==> src/rtl/matmul_stream_core.sv <==
// Streaming NxN integer matrix multiplier: loads A/B element pairs, runs one shared MAC, streams C out.
module matmul_stream_core #(
    parameter  int unsigned N  = 2,
    parameter  int unsigned W  = 4,
    localparam int unsigned CW = 2*W + $clog2(N)
) (
    input  logic          clk,
    input  logic          rst_n,
    input  logic          ena,
    input  logic          clear,
    input  logic          in_valid,
    output logic          in_ready,
    input  logic [W-1:0]  a_in,
    input  logic [W-1:0]  b_in,
    input  logic          signed_mode,
    output logic          out_valid,
    input  logic          out_ready,
    output logic [CW-1:0] c_out,
    output logic          c_last,
    output logic          busy
);

    localparam int unsigned NN = N*N;
    localparam int unsigned IW = $clog2(NN);
    localparam int unsigned KW = $clog2(N);

    typedef enum logic [1:0] {
        ST_LOAD    = 2'd0,
        ST_COMPUTE = 2'd1,
        ST_OUTPUT  = 2'd2
    } state_e;

    state_e         state_q, state_d;
    logic [IW-1:0]  idx_q, idx_d;
    logic [IW-1:0]  oidx_q, oidx_d;
    logic [KW-1:0]  i_q, i_d, j_q, j_d, k_q, k_d;
    logic [CW-1:0]  acc_q, acc_d;
    logic           smode_q, smode_d;
    logic           out_valid_q, out_valid_d;
    logic [CW-1:0]  c_out_q, c_out_d;
    logic           c_last_q, c_last_d;
    logic           busy_q, busy_d;

    // Operand/result storage; deliberately not reset
    logic [W-1:0]   a_mem [NN];
    logic [W-1:0]   b_mem [NN];
    logic [CW-1:0]  c_mem [NN];

    logic           ld_we_c;
    logic           c_we_c;
    logic [IW-1:0]  a_raddr_c, b_raddr_c, c_waddr_c, oidx_inc_c;
    logic [W-1:0]   a_rd_c, b_rd_c;
    logic [CW-1:0]  a_ext_c, b_ext_c, prod_c, mac_c;

    assign in_ready  = (state_q == ST_LOAD) & ena;
    assign out_valid = out_valid_q;
    assign c_out     = c_out_q;
    assign c_last    = c_last_q;
    assign busy      = busy_q;

    // MAC datapath: A[i][k] * B[k][j], extended per the latched signedness
    always_comb begin
        a_raddr_c  = IW'(i_q) * IW'(N) + IW'(k_q);
        b_raddr_c  = IW'(k_q) * IW'(N) + IW'(j_q);
        c_waddr_c  = IW'(i_q) * IW'(N) + IW'(j_q);
        oidx_inc_c = oidx_q + IW'(1);
        a_rd_c     = a_mem[a_raddr_c];
        b_rd_c     = b_mem[b_raddr_c];
        a_ext_c    = smode_q ? {{(CW-W){a_rd_c[W-1]}}, a_rd_c} : {{(CW-W){1'b0}}, a_rd_c};
        b_ext_c    = smode_q ? {{(CW-W){b_rd_c[W-1]}}, b_rd_c} : {{(CW-W){1'b0}}, b_rd_c};
        prod_c     = a_ext_c * b_ext_c;
        mac_c      = acc_q + prod_c;
    end

    // Next-state and output logic; ena=0 holds everything, clear beats normal flow
    always_comb begin
        state_d     = state_q;
        idx_d       = idx_q;
        oidx_d      = oidx_q;
        i_d         = i_q;
        j_d         = j_q;
        k_d         = k_q;
        acc_d       = acc_q;
        smode_d     = smode_q;
        out_valid_d = out_valid_q;
        c_out_d     = c_out_q;
        c_last_d    = c_last_q;
        busy_d      = busy_q;
        ld_we_c     = 1'b0;
        c_we_c      = 1'b0;

        if (ena) begin
            if (clear) begin
                state_d     = ST_LOAD;
                idx_d       = '0;
                oidx_d      = '0;
                i_d         = '0;
                j_d         = '0;
                k_d         = '0;
                acc_d       = '0;
                out_valid_d = 1'b0;
                c_last_d    = 1'b0;
                busy_d      = 1'b0;
            end else begin
                case (state_q)
                    ST_LOAD: begin
                        if (in_valid) begin
                            ld_we_c = 1'b1;
                            if (idx_q == '0) begin
                                smode_d = signed_mode;
                            end
                            if (idx_q == IW'(NN-1)) begin
                                idx_d   = '0;
                                state_d = ST_COMPUTE;
                                busy_d  = 1'b1;
                            end else begin
                                idx_d = idx_q + IW'(1);
                            end
                        end
                    end
                    ST_COMPUTE: begin
                        if (k_q == KW'(N-1)) begin
                            c_we_c = 1'b1;
                            acc_d  = '0;
                            k_d    = '0;
                            if (j_q == KW'(N-1)) begin
                                j_d = '0;
                                if (i_q == KW'(N-1)) begin
                                    // C[0] was completed long ago, so it can be presented now
                                    i_d         = '0;
                                    oidx_d      = '0;
                                    state_d     = ST_OUTPUT;
                                    out_valid_d = 1'b1;
                                    c_out_d     = c_mem[0];
                                    c_last_d    = 1'b0;
                                end else begin
                                    i_d = i_q + KW'(1);
                                end
                            end else begin
                                j_d = j_q + KW'(1);
                            end
                        end else begin
                            k_d   = k_q + KW'(1);
                            acc_d = mac_c;
                        end
                    end
                    ST_OUTPUT: begin
                        if (out_ready) begin
                            if (c_last_q) begin
                                state_d     = ST_LOAD;
                                out_valid_d = 1'b0;
                                c_last_d    = 1'b0;
                                busy_d      = 1'b0;
                                idx_d       = '0;
                                oidx_d      = '0;
                            end else begin
                                oidx_d   = oidx_inc_c;
                                c_out_d  = c_mem[oidx_inc_c];
                                c_last_d = (oidx_inc_c == IW'(NN-1));
                            end
                        end
                    end
                    default: begin
                        state_d = ST_LOAD;
                    end
                endcase
            end
        end
    end

    // Control and output registers
    always_ff @(posedge clk or negedge rst_n) begin
        if (!rst_n) begin
            state_q     <= ST_LOAD;
            idx_q       <= '0;
            oidx_q      <= '0;
            i_q         <= '0;
            j_q         <= '0;
            k_q         <= '0;
            acc_q       <= '0;
            smode_q     <= 1'b0;
            out_valid_q <= 1'b0;
            c_out_q     <= '0;
            c_last_q    <= 1'b0;
            busy_q      <= 1'b0;
        end else begin
            state_q     <= state_d;
            idx_q       <= idx_d;
            oidx_q      <= oidx_d;
            i_q         <= i_d;
            j_q         <= j_d;
            k_q         <= k_d;
            acc_q       <= acc_d;
            smode_q     <= smode_d;
            out_valid_q <= out_valid_d;
            c_out_q     <= c_out_d;
            c_last_q    <= c_last_d;
            busy_q      <= busy_d;
        end
    end

    // Storage write ports
    always_ff @(posedge clk) begin
        if (ld_we_c) begin
            a_mem[idx_q] <= a_in;
            b_mem[idx_q] <= b_in;
        end
        if (c_we_c) begin
            c_mem[c_waddr_c] <= mac_c;
        end
    end

endmodule

==> config.mk <==
export PLATFORM = sky130hd
export DESIGN_NAME = matmul_stream_core
export DESIGN_NICKNAME = d
export VERILOG_FILES = /design/src/rtl/matmul_stream_core.sv
export SDC_FILE = /design/constraint.sdc
export NUM_CORES = 1
export LEC_CHECK = 0
export BUFFER_PORTS_ARGS = -buffer_cell sky130_fd_sc_hd__clkbuf_2
export CORE_ASPECT_RATIO = 0.9
export CORE_MARGIN = 2
export CORE_UTILIZATION = 30
export DETAILED_ROUTE_END_ITERATION = 8
export PLACE_DENSITY_LB_ADDON = 0.2
export SLEW_MARGIN = 15
export SYNTH_ARGS = -nofsm -noshare
export SYNTH_HDL_FRONTEND = slang
export SYNTH_SLANG_ARGS = --single-unit
==> constraint.sdc <==
create_clock -name clk -period 9.55 [get_ports clk]
set_input_delay 0.955 -clock clk [delete_from_list [all_inputs] [get_ports clk]]
set_output_delay 0.955 -clock clk [all_outputs]
set_load 0.01 [all_outputs]
==> key figures <==
Critical path
  – Largest stage delay on the critical path: 0.74 ns
  – Worst R2R Path Depth: 16
  – WP depth: 16
  – Worst reg2reg setup slack: 3.53 ns
  – Data arrival time at the worst-slack endpoint: 6.10 ns
  – List of cells traversed by the critical path: mux4_2 -> and3_1 -> fa_1 -> fa_1 -> inv_1 -> fa_1 -> inv_1 -> fa_1 -> inv_1 -> fa_1 -> xor2_1 -> xnor3_1 -> xnor2_1 -> xnor2_1 -> or3_1 -> and2_1
  – Critical Path Source Type: flip-flop
  – Type of destination of the critical path: flip-flop
  – Cell repeated most along the worst path: sky130_fd_sc_hd__fa_1
  – Critical Path Slowest Stage Cell: sky130_fd_sc_hd__dfrtp_1
  – Class of the most critical setup path: reg2reg
  – Required time reported for the critical path endpoint: 9.63 ns
  – Maximum fanout along the worst path: 15
  – Sum of buffers and inverters on the critical path: 3
  – Family of cells with the greatest summed delay on the critical path: adder cells

STA
  – Achievable frequency: 166 MHz
  – Slew at the pin closest to its max-slew limit: 0.975 ns
  – Relative slew slack: 34.6%
  – Setup repair after global routing missed its margin: no
  – Clk_skew: 0.00999 ns
  – Period utilization: 63.0%
  – Final number of setup-violating endpoints: 0
  – Setup WS post-layout: 3.53 ns
  – Total negative slack for setup checks: 0 ns
  – Post-layout min period: 6.02 ns
  – Post-route worst hold slack: 0.486 ns
  – Fin. max-slew vios: 0
  – Number of hold-slack violations in the final timing report: 0

Place
  – Placed standard-cell area: 5680 um2
  – Post-DP HPWL: 7430 um
  – Final weighted congestion of routability-driven global placement: 0.738
  – Placed Cells incl. Taps: 664
  – Port-buffer cells: 27
  – Worst slack, placed: 3.47 ns

Synth
  – Seq/Total Area, Yosys: 53.3%
  – Syn nets: 473
  – Synth Cell Area: 5290 um2
  – Average cell area after synthesis: 12.9 um2
  – Total of flip-flops plus latches after synthesis: 99
  – Area share of the leading cell type in the synthesized netlist: 38.6%
  – Cell types with the largest area share after synthesis: sky130_fd_sc_hd__edfxtp_1 (39%), sky130_fd_sc_hd__dfrtp_1 (15%), sky130_fd_sc_hd__fa_1 (7.6%)
  – Library cell occupying the most area in the post-synthesis netlist: sky130_fd_sc_hd__edfxtp_1
  – Synthesized instance count: 409
  – Count of different cell masters after synthesis: 43
  – Warning count from the yosys run: 0

Clocking
  – Post-CTS resize count: 0
  – Count of H-tree levels built during CTS: 3
  – Clock-pin slew of the registers on the worst-case setup and hold paths: 0.07 ns
  – TritonCTS clock tree: built
  – Deepest clock path buffer count: 2
  – TritonCTS sink count: 99
  – Clk Latency, worst-skew pair: 0.35 ns
  – Hold buffer count at cts: 0
  – TritonCTS Buffers: 9
  – Clk root buf: sky130_fd_sc_hd__clkbuf_16
  – Post CTS Setup Buffer Count: 0

Detailed routing
  – Detailed Route WL: 10,400 um
  – Highest routed metal layer: met4
  – Number of detailed-routing iterations run before antenna repair: 4
  – Number of vias per cell after detailed routing: 4.57
  – Detailed-routed wire length on met3: 335 um
  – Residual DRC count: 0
  – ANT nets after route: 0
  – Average wire length per cell after detail routing: 15.4 um
  – DR iter-0 viols: 169
  – Met2 Wirelength: 4850 um
  – Total number of vias: 3,106
  – Met1 routed wirelength after detailed routing: 5160 um

Global route
  – Wire length of the first global-routing pass: 17,100 um
  – Initial antenna violation count: 0
  – Via count of the first global-routing pass: 3,214
  – Global routing usage summed across all routing layers: 12.0%
  – Largest net degree at the start of global routing: 32
  – Total grt overflow: 0

Layout
  – Fraction of final layout cells sized beyond drive strength 1: 17.5%
  – Signed area change from the synthesized netlist to the final layout: 13.3%
  – Final Instance Area: 5990 um2
  – Filler cell count: 1,719
  – Leading cell type in the layout, fill and taps excluded: sky130_fd_sc_hd__edfxtp_1
  – Layout Cells excl Fill: 680
  – Antenna Cells: 0
  – Final layout net count: 499
  – Most frequent cells in the layout: sky130_fd_sc_hd__edfxtp_1 (68), sky130_fd_sc_hd__inv_1 (47), sky130_fd_sc_hd__dfrtp_1 (31)
  – Final Util: 34.4%

Die
  – Die area: 18,700 um2
  – I/O pin cnt: 28
  – CORE AREA: 17,400 um2
  – Die Ht: 130 um
  – X dimension of the die: 144 um
  – Num rows: 46
  – Starting density of the core: 30.3%

Pwr
  – Total internal power: 921 uW
  – Sequential fraction of design power: 40.2%
  – Power density cells: 229 nW/um2
  – Switching power share of the total: 32.9%
  – Combinational share of power: 32.5%
  – Clock share of power: 27.4%
  – Total power: 1.37 mW
  – Max rail drop VDD: 106 uV
  – Reported net switching power: 451 uW
  – Leak: 2.50 nW

Worst hold path
  – Worst hold path type: reg2reg
  – Worst hold path depth: 2

Flow run
  – Max capacitance violation total: 0

Outcome
  – Status: complete, no violations
==> cells by family after synthesis <==
logic type / Yosys count / share of synthesized area (%)
compound gates: 70 / 8.54
xor+xnor: 13 / 2.41
fa+ha+maj: 49 / 14.4
buf+inv: 61 / 4.64
flops: 99 / 53.3
mux: 29 / 7.93
simple gates: 88 / 8.78
==> layer usage <==
layer / GRT usage (%) / vias to the layer above
met3: 3.08 / 8
met1: 16.3 / 1547
met5: 0 / -
met4: 3.34 / 0
li1: - / 1511
met2: 19.2 / 40
==> final timing paths <==
path	start	to
max in group asynchronous	rst_n	acc_q[7]
min	oidx_q[1]	oidx_q[1]
min reg2reg	oidx_q[1]	oidx_q[1]
max	k_q	c_mem[0][8]
min in group asynchronous	rst_n	c_last
max reg2reg	k_q	c_mem[0][8]
==> state kept, by name, indices dropped and copies added (netlist names) <==
signal / cells
c_mem: 36
a_mem: 16
b_mem: 16
acc_q: 9
c_out: 9
idx_q: 2
oidx_q: 2
state_q: 2
busy: 1
c_last: 1
i_q: 1
j_q: 1
k_q: 1
out_valid: 1
smode_q: 1
==> cell usage after synthesis <==
cell / instances
sky130_fd_sc_hd__a21boi_0: 1
sky130_fd_sc_hd__and4bb_1: 1
sky130_fd_sc_hd__a32o_1: 2
sky130_fd_sc_hd__buf_6: 2
sky130_fd_sc_hd__o31ai_1: 2
sky130_fd_sc_hd__o21a_1: 1
sky130_fd_sc_hd__nand3_1: 4
sky130_fd_sc_hd__and3_1: 7
sky130_fd_sc_hd__mux4_2: 7
sky130_fd_sc_hd__a211oi_1: 2
sky130_fd_sc_hd__mux4_1: 1
sky130_fd_sc_hd__a21o_1: 5
sky130_fd_sc_hd__xor2_1: 3
sky130_fd_sc_hd__a21oi_1: 14
sky130_fd_sc_hd__o22ai_1: 9
sky130_fd_sc_hd__dfrtp_1: 31
sky130_fd_sc_hd__xnor2_1: 9
sky130_fd_sc_hd__inv_1: 47
sky130_fd_sc_hd__o41ai_1: 1
sky130_fd_sc_hd__nand2b_1: 3
sky130_fd_sc_hd__mux2i_1: 1
sky130_fd_sc_hd__buf_2: 1
sky130_fd_sc_hd__edfxtp_1: 68
sky130_fd_sc_hd__or3b_2: 1
sky130_fd_sc_hd__fa_1: 20
sky130_fd_sc_hd__clkinv_1: 1
sky130_fd_sc_hd__ha_1: 29
sky130_fd_sc_hd__xnor3_1: 1
sky130_fd_sc_hd__a22o_1: 8
sky130_fd_sc_hd__a211o_1: 1
sky130_fd_sc_hd__and2_1: 19
sky130_fd_sc_hd__a31oi_1: 2
sky130_fd_sc_hd__o21ai_0: 19
sky130_fd_sc_hd__nor2b_1: 4
sky130_fd_sc_hd__clkbuf_1: 10
sky130_fd_sc_hd__o211a_1: 1
sky130_fd_sc_hd__nor2_1: 13
sky130_fd_sc_hd__a2111oi_0: 2
sky130_fd_sc_hd__or3_1: 9
sky130_fd_sc_hd__or2_2: 1
sky130_fd_sc_hd__nor3_1: 6
sky130_fd_sc_hd__mux2_2: 20
sky130_fd_sc_hd__nand2_1: 20
==> worst register-to-register path: cells and delay by family (launching register included) <==
family | cells | cell delay (ns)
buf+inv | 3 | 0.15
mux | 1 | 0.69
simple gates | 3 | 0.80
xor+xnor | 4 | 0.89
flops | 1 | 0.74
fa+ha+maj | 5 | 2.48
==> layout make-up <==
cell class / instances / area (um2) / area share [%]
clock buffers: 9 / 225 / 3.76
multi-input cells: 249 / 2240 / 37.4
repair buffers: 28 / 143 / 2.38
clock inverters: 7 / 82.6 / 1.38
inverters: 48 / 180 / 3.01
flip-flops and latches: 99 / 2820 / 47.0
well taps: 240 / 300 / 5.01
==> power by group through the flow <==
stage	clock [mW]	combinational (mW)	sequential, mW
after CTS	0.387	0.458	0.552
after detailed placement	0	0.455	0.561
after global placement	0	0.443	0.560
after global routing	0.402	0.518	0.554
final	0.376	0.446	0.551
after floorplan	0	0.347	0.555
Note: power is estimated with default switching activity, not from simulation.
